==> src/rtl/enum_rr_arbiter.sv <==
// Round-robin arbiter sharing one resource among four requesters.
// Enum-typed three-process FSM: IDLE -> GRANT -> HOLD -> (GAP) -> IDLE.
// The owner pointer is retained after release and serves as the round-robin base.
module enum_rr_arbiter #(
  parameter int unsigned MAX_HOLD   = 8,  // 1..255
  parameter int unsigned GAP_CYCLES = 1   // 0..15
) (
  input  logic       clk,
  input  logic       rst,
  input  logic [3:0] req,
  input  logic       done,
  output logic [3:0] gnt,
  output logic [1:0] gnt_id,
  output logic       busy,
  output logic       forced,
  output logic [1:0] state_o
);

  typedef enum logic [1:0] {
    ST_IDLE  = 2'd0,
    ST_GRANT = 2'd1,
    ST_HOLD  = 2'd2,
    ST_GAP   = 2'd3
  } arb_state_t;

  typedef enum logic [1:0] {
    own0 = 2'd0,
    own1 = 2'd1,
    own2 = 2'd2,
    own3 = 2'd3
  } owner_t;

  arb_state_t state, state_nxt;
  owner_t     owner, winner;
  logic [1:0] cand;
  logic       found;
  logic [7:0] hold_cnt;
  logic [3:0] gap_cnt;
  logic       active;
  logic       timeout;
  logic       release_now;
  logic       forced_nxt;
  logic       prev_active;

  // Winner search: first set request bit starting just after the last owner.
  always_comb begin
    winner = owner;
    found  = 1'b0;
    cand   = '0;
    for (int unsigned i = 1; i <= 4; i++) begin
      cand = owner + 2'(i);
      if (!found && req[cand]) begin
        winner = owner_t'(cand);
        found  = 1'b1;
      end
    end
  end

  // Release qualification; a coincident done/withdraw suppresses the forced pulse.
  always_comb begin
    active      = (state == ST_GRANT) || (state == ST_HOLD);
    timeout     = (hold_cnt == 8'(MAX_HOLD));
    release_now = active && (done || !req[owner] || timeout);
    forced_nxt  = active && !done && req[owner] && timeout;
  end

  // State register, owner pointer and cycle counters.
  always_ff @(posedge clk) begin
    if (rst) begin
      state       <= ST_IDLE;
      owner       <= own3;
      hold_cnt    <= '0;
      gap_cnt     <= '0;
      forced      <= 1'b0;
      prev_active <= 1'b0;
    end else begin
      state       <= state_nxt;
      forced      <= forced_nxt;
      prev_active <= active;
      if (state == ST_IDLE && req != '0)
        owner <= winner;
      if (state_nxt == ST_GRANT)
        hold_cnt <= 8'd1;
      else if (state_nxt == ST_HOLD)
        hold_cnt <= hold_cnt + 8'd1;
      else
        hold_cnt <= '0;
      if (state_nxt == ST_GAP)
        gap_cnt <= (state == ST_GAP) ? gap_cnt + 4'd1 : 4'd1;
      else
        gap_cnt <= '0;
    end
  end

  // Next-state logic.
  always_comb begin
    state_nxt = state;
    case (state)
      ST_IDLE:  if (req != '0) state_nxt = ST_GRANT;
      ST_GRANT,
      ST_HOLD: begin
        if (release_now)
          state_nxt = (GAP_CYCLES > 0) ? ST_GAP : ST_IDLE;
        else
          state_nxt = ST_HOLD;
      end
      ST_GAP:   if (gap_cnt >= 4'(GAP_CYCLES)) state_nxt = ST_IDLE;
    endcase
  end

  // Moore outputs decoded from registered state and owner.
  always_comb begin
    busy    = (state == ST_GRANT) || (state == ST_HOLD);
    gnt     = busy ? (4'b0001 << owner) : '0;
    gnt_id  = owner;
    state_o = state;
  end

  // Combinational safety properties.
  always_comb begin
    assert ($onehot0(gnt));
    assert ((gnt != '0) == busy);
    assert (busy == (state_o == ST_GRANT || state_o == ST_HOLD));
    assert (ST_IDLE == '0);
    assert (own0 == '0);
  end

  // A forced pulse may only follow a cycle spent in GRANT or HOLD.
  always_ff @(posedge clk) begin
    if (!rst && forced)
      assert (prev_active);
  end

endmodule

==> config.mk <==
export PLATFORM = sky130hd
export DESIGN_NAME = enum_rr_arbiter
export DESIGN_NICKNAME = d
export VERILOG_FILES = /design/src/rtl/enum_rr_arbiter.sv
export SDC_FILE = /design/constraint.sdc
export NUM_CORES = 1
export LEC_CHECK = 0
export BUFFER_PORTS_ARGS = -buffer_cell sky130_fd_sc_hd__buf_2
export CAP_MARGIN = 10
export CORE_ASPECT_RATIO = 1.75
export CORE_MARGIN = 4
export CORE_UTILIZATION = 35
export CTS_CLUSTER_DIAMETER = 50
export CTS_CLUSTER_SIZE = 25
export DETAILED_ROUTE_END_ITERATION = 12
export PLACE_DENSITY_LB_ADDON = 0.12
export SLEW_MARGIN = 0
export SYNTH_ARGS = -nofsm -noshare
export SYNTH_HDL_FRONTEND = slang
export SYNTH_SLANG_ARGS = --single-unit
==> constraint.sdc <==
create_clock -name clk -period 3.6 [get_ports clk]
set_input_delay 0.36 -clock clk [delete_from_list [all_inputs] [get_ports clk]]
set_output_delay 0.36 -clock clk [all_outputs]
set_load 0.01 [all_outputs]
Word level (Yosys, flattened, before mapping)

Cells that the tools add are included.

Bits in registers: 17
Input port bits: 7
Logic and storage cells: 75

Add/subtract/negate cells: 5
$lt $le $gt $ge: 5
Equal/unequal tests: 7
Shifts and indexed selects: 1
Multiplexer cells: 22
Bitwise operators: 4
Reduce and logical (&&, ||, !) cells: 24

Operator list:

| cell                                                                          | count |
|---|---|
| 2-bit by 3-bit less-than comparator with 1-bit output (second input constant) | 4 |
| 1-bit two-way mux                                                             | 11 |
| 2-bit two-way mux                                                             | 5 |
| 8-bit by 1-bit adder with 8-bit output (second input constant)                | 1 |
| 1-bit binary-select mux with 2-bit select                                     | 4 |
| 2-bit == test (second input constant)                                         | 4 |
| 8-bit by 4-bit == test with 1-bit output (second input constant)              | 1 |
| 1-bit logical AND                                                             | 8 |
| 2-bit one-hot mux with 3 select lines                                         | 1 |
| 3-bit OR reduction                                                            | 2 |
| 1-bit zero test                                                               | 5 |
| 2-bit adder (second input constant)                                           | 2 |
| 4-bit by 1-bit adder with 4-bit output (second input constant)                | 1 |
| 2-bit by 1-bit == test with 1-bit output (second input constant)              | 2 |
| 4-bit by 1-bit >= comparator with 1-bit output (second input constant)        | 1 |
| 4-bit two-way mux                                                             | 1 |
| 1-bit NOT                                                                     | 4 |
| 4-bit nonzero test                                                            | 1 |
| 2-bit OR reduction                                                            | 2 |
| 1-bit by 2-bit << shifter with 4-bit output (first input constant)            | 1 |
| 1-bit logical OR                                                              | 3 |
| 3-bit AND reduction                                                           | 1 |
| 3-bit nonzero test                                                            | 1 |
| 2-bit by 1-bit adder with 2-bit output (second input constant)                | 1 |
| 2-bit zero test                                                               | 1 |

Depth between registers and ports, before layout

Depth in word-level cells: 14
Depth in mapped cells: 7

Least setup slack after synthesis

OpenSTA, ideal clock, no wires.

Path type: register to register
From: register owner[0], in the netlist gnt_id[0]
To: register owner[1], in the netlist gnt_id[1]
Setup time: 134 ps
Arrival: 2004 ps
Data required time: 3466 ps
Path slack: 1462 ps
Stages on the path, launching flop included: 7
Path buffers: 1
Period minus slack after synthesis: 2138 ps
Path through: dfxtp_1 buf_2 inv_1 ha_1 mux4_1 and4_2 or4_1

Cells in the longest elaborated chain, start to end: 14
Elaborated cells between the ends (all ways): 26
Those cells by class: add/sub: 3; mux: 14; bitwise: 1; reduce/logical: 8

Ends and longest elaborated chain:

| what                                      | line | source |
|---|---|---|
| start: declaration                        | 34   | `owner_t owner, winner;` |
| start signal: assignment                  | 71   | `owner <= own3;` |
| start signal: assignment                  | 81   | `owner <= winner;` |
| 2-bit by 1-bit adder with 2-bit output    | 51   | `cand = owner + 2'(i);` |
| 1-bit binary-select mux with 2-bit select | 52   | `if (!found && req[cand]) begin` |
| 1-bit two-way mux (implied by the code)   | 52   |  |
| 1-bit two-way mux                         | 52   |  |
| 1-bit zero test                           | 52   |  |
| 1-bit logical AND                         | 52   |  |
| 1-bit two-way mux                         | 52   |  |
| 1-bit zero test                           | 52   |  |
| 1-bit logical AND                         | 52   |  |
| 1-bit two-way mux                         | 52   |  |
| 1-bit zero test                           | 52   |  |
| 1-bit logical AND                         | 52   |  |
| 1-bit NOT (no line)                       | --   |  |
| 3-bit AND reduction (no line)             | --   |  |

Parallel ways exist; a longest one is shown, timed or not. The select of a mux whose other input is x is not followed.
A chain may end at the register's enable or synchronous reset.

Final worst setup path

Ends and elaborated chain as after synthesis.

==> impl_metrics.py <==
metrics = {
    "logic_synthesis": {
        "synth_edf_count": 0,
        "synth_top_area_share_pct": 29.2,
        "synthTopCellsByArea": "dfxtp_1 29%, ha_1 13%, mux4_1 4.5%, xor2_1 4.5%, nor3_1 3.9%",
        "synth_seq_cells": 17,
        "yosys-top-cells-count": "17 x dfxtp_1, 12 x ha_1, 9 x inv_1, 9 x nor3_1",
        "synthCells": 124,
        "synth-seq-area-share_pct": 29.2,
        "async_reset_ff_share_pct": 0,
        "yosys.area.top_type": "dfxtp_1",
        "syn_nets": 143,
        "syn_area_mm2": 0.00116,
        "synth_warnings": 0,
        "synth-main-ff-cell": "dfxtp_1",
        "yosysUniqueCellTypes": 42,
        "avgSynthCellArea_um2": 9.38,
        "synth.most_common_cell": "dfxtp_1",
    },
    "critical_path": {
        "cp_top_family": "simple AND/OR/NAND/NOR gates",
        "critical_path_class": "flop to flop",
        "cp.required_ns": 3.73,
        "critPathBufInv": 1,
        "crit_chain": "inv_1 -> ha_1 -> mux4_1 -> and4_2 -> or4_1",
        "crit_path_end_kind": "flop",
        "cp_max_fo": 10,
        "cp_slowest_stage_delay_ns": 0.58,
        "worst_setup_path_start_kind": "flop",
        "cp_data_arrival_time_ns": 2.40,
        "crit_slowest_cell": "dfxtp_1",
    },
    "sta": {
        "rsz0062_at_grt": "false",
        "timing.slew.headroom_pct": 62.6,
        "fin_hold_ws_ns": 0.418,
        "finalMaxSlewViolations": 0,
        "fin_crit_sh_pct": 63.0,
        "fmax_mhz": 441,
        "finalSetupTns_ns": 0,
        "worstMarginPinSlew_ns": 0.553,
        "post-route-min-period_ns": 2.27,
        "setup_viol": 0,
        "finalHoldViolations": 0,
        "clock_skew_ns": 0.00546,
    },
    "power_and_ir_drop": {
        "p_int_uw": 418,
        "clockPowerShare_pct": 20.8,
        "power_density_mw_per_mm2": 513,
        "power_frac_comb_pct": 43.1,
        "ir_drop_uv": 237,
        "p_switching_uw": 266,
        "static-leakage-power_uw": 0.000572,
        "swShare_pct": 38.8,
        "p_seq_share_pct": 36.1,
    },
    "place": {
        "dp_hpwl_mm": 2.16,
        "gp_congestion": 0.749,
        "place_area_mm2": 0.00129,
        "port_buffers": 16,
    },
    "routing": {
        "drt-initial-drc-count": 12,
        "totalWireLength_mm": 2.72,
        "drtAntennaViolNets": 0,
        "drt-wirelength-per-cell_um": 14.7,
        "drc": 0,
        "via_per_inst": 5.38,
        "detailroute.via_count": 996,
        "drtPass1Iterations": 4,
    },
    "global_routing": {
        "grt_pass1_vias": 1014,
        "grt_first_pass_wirelength_mm": 4.58,
        "grt_max_degree": 11,
        "grt_overflow": 0,
        "grt.total_usage_pct": 13.5,
        "antenna_found_initial": 0,
    },
    "outcome": {
        "status": "completed",
    },
    "floorplan": {
        "fp.dieH_um": 84.3,
        "start_util_pct": 36.6,
        "die_w_um": 51.6,
        "num_rows": 27,
        "num_io_pins": 17,
        "core-area_mm2": 0.00318,
        "die_area_mm2": 0.00435,
    },
    "clock_tree": {
        "cts_resized": 0,
        "max-clock-path-buffers": 2,
        "clockRootBuffer": "clkbuf_8",
        "clkLatencyLatePin_ns": 0.25,
        "numCtsBuffers": 3,
        "cts_hold_buffers": 0,
        "clock-sinks": 17,
        "clk_pin_slew_ns": 0.07,
        "cts_tree": "built",
        "postCtsSetupRepairBufs": 0,
        "h-tree-depth": 1,
    },
    "final_layout": {
        "area_delta_synth_final_pct": 14.6,
        "stdcell_area_mm2": 0.00133,
        "fin_util_pct": 42.0,
        "antenna_cells": 0,
        "layout-drive-gt1-share_pct": 18.3,
        "fin_nets": 162,
    },
    "flow_run": {
        "max_cap_violations": 0,
    },
    "worst_hold_path": {
        "min_path_type": "input pin to flop",
    },
}
flip-flops by register name (all words and copies together) (netlist names):
signal,flops
forced,1
gap_cnt,4
gnt_id,2
hold_cnt,8
state_o,2
cell type report:
type	count	area (µm²)
fill	349	1840
multi-input combinational	96	781
sequential	17	340
timing repair buffer	16	80.1
tap	43	53.8
clock buffer	4	45.0
inverter	9	33.8
worst reg2reg max path: cells and delay by family, from the launching register on:
kind / cells / cell delay [ns]
buffers and inverters: 1 / 0.15
multiplexers: 1 / 0.34
AND/OR/NAND/NOR: 2 / 0.71
adder cells (fa/ha/maj): 1 / 0.36
flip-flops: 1 / 0.58
cell families (layout without fill, tap and decap cells):
| kind of cell | after synthesis | count (layout) | share of synthesized area [%] |
|---|---|---|---|
| compound gates | 18 | 18 | 13.3 |
| xor+xnor | 8 | 8 | 6.02 |
| fa+ha+maj | 12 | 12 | 12.9 |
| buf+inv | 11 | 29 | 3.65 |
| flops | 17 | 17 | 29.2 |
| mux | 5 | 5 | 7.20 |
| simple gates | 53 | 53 | 27.6 |
worst paths after layout:
check | start | slack [ns] | to | cells after the start
max | gnt_id[0]$_SDFFE_PP1P_ | 1.33 | gnt_id[1]$_SDFFE_PP1P_ | 5
min | rst | 0.42 | state_o[0]$_SDFF_PP0_ | 2
max reg2reg | gnt_id[0]$_SDFFE_PP1P_ | 1.33 | gnt_id[1]$_SDFFE_PP1P_ | 5
min reg2reg | gap_cnt[0]$_SDFF_PP0_ | 0.57 | gap_cnt[0]$_SDFF_PP0_ | 1
power by group through the flow:
stage | logic (µW) | registers, µW | clock network, µW
after floorplan | 218 | 240 | 0
after global placement | 294 | 250 | 0
after detailed placement | 299 | 252 | 0
after CTS | 301 | 247 | 150
after global routing | 325 | 252 | 159
final | 295 | 247 | 142
placed cells by master (no fill, tap or decap), types with 2 or more instances in the layout:
master     n
nor3_1     9
nand2_1    6
and3_1     4
nand4_1    3
xor2_1     6
buf_2     16
mux4_1     2
dfxtp_1   17
clkbuf_8   3
ha_1      12
a21oi_1    3
and2_1     5
nand4b_1   2
inv_1      9
a211oi_1   3
nor2_1     4
nand2b_1   5
mux2i_1    2
xnor2_1    2
nand3_1    6
layer usage:
layer / share of wire (%) / up-vias / wire length, µm / track usage [%]
li1: - / 494 / - / -
met3: 2.9 / 6 / 78 / 1.95
met1: 39 / 477 / 1060 / 13.5
met5: 0 / - / 0 / 0
met4: 1.5 / 0 / 42 / 6.21
met2: 57 / 19 / 1540 / 25.8
metrics by stage:
step	setup WS [ns]	cells	power, µW
5_1_grt	1.20	185	736
3_5_place_dp	1.32	181	551
4_1_cts	1.32	185	698
2_1_floorplan	1.46	124	458
3_3_place_gp	1.37	181	544
6_report	1.33	185	684
(Power assumes the default switching activity.)
